[src/rtl/fp_status_monitor.sv]
// fp_status_monitor: periodic consistency checker for the FP multiplier
// status bus. It samples operands, result, rounding mode and status flags
// every PERIOD enabled cycles, evaluates 19 checks, and reports a registered
// per-check mask, a sticky error with first-error ID and a saturating count.
module fp_status_monitor #(
  parameter int W       = 32,
  parameter int EXP_W   = 8,
  parameter int PERIOD  = 4,
  parameter int LATENCY = 2,
  parameter int CNT_W   = 16
) (
  input  logic             clk,
  input  logic             rst,
  input  logic             en,
  input  logic             clear,
  input  logic [W-1:0]     a,
  input  logic [W-1:0]     b,
  input  logic [W-1:0]     z,
  input  logic [2:0]       rnd,
  input  logic [7:0]       status,
  output logic             sample_o,
  output logic [18:0]      viol_o,
  output logic             err_o,
  output logic [4:0]       first_id_o,
  output logic [CNT_W-1:0] err_cnt_o
);

  localparam int M    = W - 1 - EXP_W;
  localparam int PH_W = (PERIOD > 1) ? $clog2(PERIOD) : 1;
  localparam logic [PH_W-1:0] PH_LAST = PH_W'(PERIOD - 1);

  // Lowest set bit of a violation mask; this becomes the reported check ID.
  function automatic logic [4:0] f_lowest_id(input logic [18:0] m);
    f_lowest_id = '0;
    for (int i = 18; i >= 0; i--) begin
      if (m[i]) f_lowest_id = 5'(i);
    end
  endfunction

  // Counter increment that sticks at all ones instead of wrapping.
  function automatic logic [CNT_W-1:0] f_sat_inc(input logic [CNT_W-1:0] c);
    if (&c) f_sat_inc = c;
    else    f_sat_inc = c + 1'b1;
  endfunction

  logic [PH_W-1:0] r_phase;
  logic            w_sample;
  logic [W-1:0]    w_tail_a;
  logic [W-1:0]    w_tail_b;
  logic            w_tail_vld;
  logic [18:0]     w_mask;

  assign w_sample = en && (r_phase == PH_LAST);

  // Phase counter: 0..PERIOD-1, advancing only on enabled cycles.
  always_ff @(posedge clk) begin
    if (rst) begin
      r_phase <= '0;
    end else if (en) begin
      if (r_phase == PH_LAST) r_phase <= '0;
      else                    r_phase <= r_phase + 1'b1;
    end
  end

  // ---- operand delay line: aligns a/b with the status they produced ----
  generate
    if (LATENCY > 0) begin : g_dly
      logic [W-1:0]       r_dly_a [LATENCY];
      logic [W-1:0]       r_dly_b [LATENCY];
      logic [LATENCY-1:0] r_dly_vld;

      // Operand data shifts on enable; it needs no reset because the valid
      // tags decide whether the tail is trusted.
      always_ff @(posedge clk) begin
        if (en) begin
          r_dly_a[0] <= a;
          r_dly_b[0] <= b;
          for (int i = 1; i < LATENCY; i++) begin
            r_dly_a[i] <= r_dly_a[i-1];
            r_dly_b[i] <= r_dly_b[i-1];
          end
        end
      end

      // Valid tags: emptied on reset, filled with ones from the head.
      always_ff @(posedge clk) begin
        if (rst) begin
          r_dly_vld <= '0;
        end else if (en) begin
          r_dly_vld[0] <= 1'b1;
          for (int i = 1; i < LATENCY; i++) begin
            r_dly_vld[i] <= r_dly_vld[i-1];
          end
        end
      end

      assign w_tail_a   = r_dly_a[LATENCY-1];
      assign w_tail_b   = r_dly_b[LATENCY-1];
      assign w_tail_vld = r_dly_vld[LATENCY-1];
    end else begin : g_nodly
      assign w_tail_a   = a;
      assign w_tail_b   = b;
      assign w_tail_vld = 1'b1;
    end
  endgenerate

  // ---- check evaluation on the sample-cycle inputs ----
  logic [EXP_W-1:0] w_z_exp;
  logic [M-1:0]     w_z_man;
  logic             w_ea_zero, w_ea_ones, w_eb_zero, w_eb_ones;

  assign w_z_exp   = z[W-2:M];
  assign w_z_man   = z[M-1:0];
  assign w_ea_zero = (w_tail_a[W-2:M] == '0);
  assign w_ea_ones = &w_tail_a[W-2:M];
  assign w_eb_zero = (w_tail_b[W-2:M] == '0);
  assign w_eb_ones = &w_tail_b[W-2:M];

  // Sign bits and operand mantissas play no part in any check.
  logic w_unused;
  assign w_unused = ^{w_tail_a[W-1], w_tail_a[M-1:0],
                      w_tail_b[W-1], w_tail_b[M-1:0], z[W-1]};

  // Violation mask: flag-exclusivity pairs, encoding rules, zero*inf rule.
  always_comb begin
    w_mask     = '0;
    w_mask[0]  = status[0] & status[1];
    w_mask[1]  = status[0] & status[2];
    w_mask[2]  = status[0] & status[3];
    w_mask[3]  = status[0] & status[4];
    w_mask[4]  = status[1] & status[3];
    w_mask[5]  = status[2] & status[3];
    w_mask[6]  = status[2] & status[4];
    w_mask[7]  = status[2] & status[5];
    w_mask[8]  = status[2] & status[6];
    w_mask[9]  = status[2] & status[7];
    w_mask[10] = status[3] & status[4];
    w_mask[11] = status[3] & status[6];
    w_mask[12] = status[4] & status[7];
    w_mask[13] = status[6] & status[7];
    w_mask[14] = status[0] && (z[W-2:0] != '0);
    w_mask[15] = status[1] && (z[W-2:0] != {{EXP_W{1'b1}}, {M{1'b0}}});
    w_mask[16] = w_tail_vld && !status[2] &&
                 ((w_ea_zero && w_eb_ones) || (w_ea_ones && w_eb_zero));
    w_mask[17] = status[2] && (!(&w_z_exp) || (w_z_man == '0));
    w_mask[18] = (rnd > 3'd4);
  end

  // ---- report stage: registered one cycle after the sample ----
  // Reporting registers; a violation registering together with clear wins.
  always_ff @(posedge clk) begin
    if (rst) begin
      sample_o   <= 1'b0;
      viol_o     <= '0;
      err_o      <= 1'b0;
      first_id_o <= '0;
      err_cnt_o  <= '0;
    end else begin
      sample_o <= w_sample;
      if (w_sample) viol_o <= w_mask;
      if (w_sample && (w_mask != '0)) begin
        if (clear) begin
          err_o      <= 1'b1;
          first_id_o <= f_lowest_id(w_mask);
          err_cnt_o  <= CNT_W'(1);
        end else begin
          err_cnt_o <= f_sat_inc(err_cnt_o);
          if (!err_o) begin
            err_o      <= 1'b1;
            first_id_o <= f_lowest_id(w_mask);
          end
        end
      end else if (clear) begin
        err_o      <= 1'b0;
        first_id_o <= '0;
        err_cnt_o  <= '0;
      end
    end
  end

endmodule

[config.mk]
export PLATFORM = sky130hd
export DESIGN_NAME = fp_status_monitor
export DESIGN_NICKNAME = d
export VERILOG_FILES = /design/src/rtl/fp_status_monitor.sv
export SDC_FILE = /design/constraint.sdc
export NUM_CORES = 1
export LEC_CHECK = 0
export BUFFER_PORTS_ARGS = -buffer_cell sky130_fd_sc_hd__buf_2
export CAP_MARGIN = 30
export CORE_MARGIN = 2
export CORE_UTILIZATION = 45
export DETAILED_ROUTE_END_ITERATION = 6
export PLACE_DENSITY = 0.77
export SETUP_SLACK_MARGIN = 0.4
export SLEW_MARGIN = 10
export SYNTH_ARGS = -nofsm -noshare
export SYNTH_HDL_FRONTEND = slang
export SYNTH_SLANG_ARGS = --single-unit
[constraint.sdc]
create_clock -name clk -period 2.8 [get_ports clk]
set_input_delay 0.14 -clock clk [delete_from_list [all_inputs] [get_ports clk]]
set_output_delay 0.14 -clock clk [all_outputs]
set_load 0.01 [all_outputs]
# [Yosys cells after proc, flatten, opt, wreduce, memory -nomap -nowiden]
# Memory sizes are Yosys's and may differ from the RTL's.
# Cells that the tools add are included.
[word_totals] out_inout_bits=42 ff_bits=46 mem_bits_rw=128 in_bits=111 n_memories=2
[memory_table] name="g_dly.r_dly_a" words=2 word_bits=32 rd=2 rd_clocked_by_memory_dff=0 write_ports=2 line="68" source="logic [W-1:0] r_dly_a [LATENCY];"
[memory_table] name="g_dly.r_dly_b" words=2 word_bits=32 rd=2 rd_clocked_by_memory_dff=0 write_ports=2 line="69" source="logic [W-1:0] r_dly_b [LATENCY];"
[op_classes] addsub=2 reduce_logical=25 eq_ne=4 magnitude_cmp=1 muxes=32 bitwise=14
[ops] cell="two-way mux 5 bit" count=23
[ops] cell="two-way mux 16 bit" count=4
[ops] cell="inequality test 31 bit (second input constant)" count=1
[ops] cell="nonzero test 31 bit" count=1
[ops] cell="AND reduction 8 bit" count=3
[ops] cell="logical NOT 23 bit" count=1
[ops] cell="nonzero test 19 bit" count=1
[ops] cell="adder 16 x 1 -> 16 bit (second input constant)" count=1
[ops] cell="logical NOT 8 bit" count=2
[ops] cell="AND reduction 16 bit" count=1
[ops] cell="bitwise AND 1 bit" count=14
[ops] cell="logical AND 1 bit" count=9
[ops] cell="two-way mux 1 bit" count=4
[ops] cell="inequality test 2 bit (second input constant)" count=2
[ops] cell="AND reduction 2 bit" count=2
[ops] cell="> comparator 3 bit (second input constant)" count=1
[ops] cell="adder 2 x 1 -> 2 bit (second input constant)" count=1
[ops] cell="== test 2 bit (second input constant)" count=1
[ops] cell="logical NOT 1 bit" count=2
[ops] cell="logical OR 1 bit" count=2
[ops] cell="two-way mux 2 bit" count=1
[ops] cell="nonzero test 2 bit" count=1

# [Logic depth before layout (Yosys ltp)]
[logic_depth] depth_word=25 depth_mapped=10

# [Worst setup path after synthesis]
# OpenSTA, ideal clock, no wires.
[synth_timing] path_kind="reg2reg" start="mem g_dly.r_dly_b[1][24], in the netlist g_dly.r_dly_b[0][56]" end="reg err_cnt_o[15]" stages_incl_launch_ff=8 t_required_ns=2.714 synth_period_minus_slack_ns=2.165 t_arrival_ns=2.080 n_path_buf=0 path_slack_ns=0.635 cell_sequence="edfxtp_1 or4_1 nor4_1 o211ai_1 nand4b_2 nor2_1 o41a_1 a211oi_1"
[synth_lines] item="start: declaration" line="69"
[synth_lines] item="end signal: assignment" line="167" source="err_cnt_o <= f_sat_inc(err_cnt_o);"
[synth_lines] item="end: declaration" line="25" source="output logic [CNT_W-1:0] err_cnt_o"

==> results.yml <==
placement:
  io_buffers: 103
  finalWeightedCongestion: 0.830
  placed_cell_area_um2: 4010
  place_hpwl_um: 5410
routing:
  ant_nets: 0
  wl_per_cell_um: 14.4
  drt_iter0_markers: 138
  via_count: 3143
  drcViolationCount: 0
  routed_wl_um: 8190
  dr.pass1.iters: 5
  vias_per_cell: 5.52
timing:
  hold_viol: 0
  rsz0062_at_grt: "yes"
  slew_viol_final: 0
  clock.fmax_ghz: 0.407
  fin_setup_tns_ns: 0
  clock-skew-final_ns: 0.0128
  tightestPinTransition_ns: 0.490
  period_share_pct: 87.8
  max_slew_margin_pct: 67.1
  hold_slack_ns: 0.0992
  setup_viol: 0
  min_period_ns: 2.46
grt:
  grt-ovfl-total: 0
  grt_pass1_wl_um: 13300
  track_usage_pct: 20.1
  antenna_found_initial: 0
  grt_max_degree: 37
  grt_pass1_vias: 2921
finish:
  fin_util_pct: 61.4
  syn_to_final_growth_pct: 30.5
  drive_gt1_share_pct: 33.2
  n_antenna_cell: 0
  mostFrequentLayoutCell: "buf_2"
  final_cell_mix: "buf_2, dfxtp_1, a21oi_1, edfxtp_1"
  fin_nets: 578
  finalInstanceArea_um2: 4500
yosys:
  synth_top_cell_area_share_pct: 27.9
  ys_ff_latch: 78
  async_flop_share_pct: 0
  synth_edf_count: 32
  syn_inst: 341
  yosysUniqueCellTypes: 55
  synth_largest_area_cell: "edfxtp_1"
  ys_warn_count: 0
  syn_avg_cell_area_um2: 10.1
  ys_seq_area_share_pct: 54.6
  synthesis.area_um2: 3450
  synth_ff_type: "dfxtp_1"
  synth_nets: 454
  synth_area_leaders: "edfxtp_1, dfxtp_1, a21oi_1"
run:
  maxCapViolations: 0
worst_setup_path:
  critical_path_required_ns: 3.07
  path_class: "flop to flop"
  cp_max_fo: 5
  start_kind: "flop"
  cp-end-kind: "flop"
  cp.arrival_ns: 2.73
  rrSetupSlack_ns: 0.34
die:
  dieWidth_um: 91.5
  die_h_um: 91.5
  fp-row-count: 31
  core_um2: 7330
  initial_core_util_pct: 47.0
  die-area_um2: 8380
  io_pins: 153
run_status:
  status: "completed"
clocking:
  cts.sinks: 78
  cts_buffers: 9
  h-tree-depth: 3
  cts-root-buf: "clkbuf_8"
  clk_pin_slew_ns: 0.09
  clkLatencyLatePin_ns: 0.35
  cts_tree: "done"
  clockBufferDepth: 2
power:
  irDropWorstVdd_mv: 0.373
  p_leak_nw: 1.79
  power_density_nw_per_um2: 506
hold_path:
  hp-class: "input pin to flop"
final timing paths:
path / from / end / cells after the start
worst min register to register: g_dly.r_dly_a[0][24]$_DFFE_PP_ / g_dly.r_dly_a[0][56]$_DFFE_PP_ / 0
worst max register to register: g_dly.r_dly_b[0][57]$_DFFE_PP_ / err_cnt_o[13]$_SDFFE_PP0P_ / 8
worst min-delay path: status[7] / viol_o[9]$_SDFFE_PP0P_ / 3
worst max-delay path: g_dly.r_dly_b[0][57]$_DFFE_PP_ / err_cnt_o[13]$_SDFFE_PP0P_ / 8
registers in the layout (all words and copies together), names as in the netlist:
signal and cells:
err_cnt_o 16, err_o 1, first_id_o 5, g_dly.r_dly_a 16
g_dly.r_dly_b 16, g_dly.r_dly_vld 2, r_phase 2, sample_o 1
viol_o 19
cells in the mapped netlist, drive strengths merged (6+ instances only):
master / n
nor2: 29
nor4: 9
nand2: 29
nand3: 28
edfxtp: 32
a21oi: 38
nand4: 9
o21ai: 20
dfxtp: 46
clkbuf: 15
inv: 7
and3: 6
or3: 11
report_power, final:
group | total [mW] | internal (mW) | switching [mW]
logic | 0.191 | 0.0870 | 0.104
clock network | 0.840 | 0.432 | 0.408
registers | 1.24 | 1.23 | 0.0159
total | 2.28 | 1.75 | 0.528
metal layers:
layer,vias up,part of all wire (%),GRT usage (%)
met4,0,1.9,8.84
met1,1458,40,22.1
met2,139,51,35.6
li1,1527,-,-
met3,19,7.1,5.89
met5,-,0,0
repair_timing:
| action | in CTS | in global routing |
|---|---|---|
| resized for setup | 9 | 5 |
| buffers inserted | 5 | 0 |
| pin swaps | 6 | 12 |
| setup endpoints to repair | 5 | 13 |
| hold endpoints to repair | 16 | 0 |
| hold buffers | 16 | 0 |
| gates cloned | 1 | 0 |
logic make-up after synthesis:
logic type               share of synthesized area [%]
buffers and inverters                             4.68
flip-flops                                        54.6
XOR/XNOR                                         0.254
AND/OR/NAND/NOR                                   21.7
multiplexers                                      1.16
AO/OA/AOI/OAI                                     16.9
adder cells (fa/ha/maj)                          0.726
area by class of cell:
type,count,area (µm²)
multi-input combinational,237,1480
clock buffer,12,179
fill,630,2830
timing repair buffer,132,785
tap,99,124
sequential,78,1880
inverter,7,26.3
clock inverter,4,26.3
through the flow:
step / total power, mW / instances / setup slack [ns]
finish: 2.28 / 569 / 0.343
global route: 2.37 / 569 / 0.266
floorplan: 1.36 / 341 / 0.635
CTS: 2.29 / 569 / 0.381
detailed placement: 1.43 / 531 / 0.214
global placement: 1.42 / 531 / 0.325
worst max-delay path, cell delays in order (launching register included):
cell,delay [ns]
edfxtp_1,0.42
or4_4,0.58
nor4_4,0.25
o211ai_1,0.18
nand4b_4,0.19
buf_6,0.12
o2111ai_4,0.13
or3_1,0.34
a21oi_1,0.17
No activity file was read; power rests on OpenSTA's default activity.
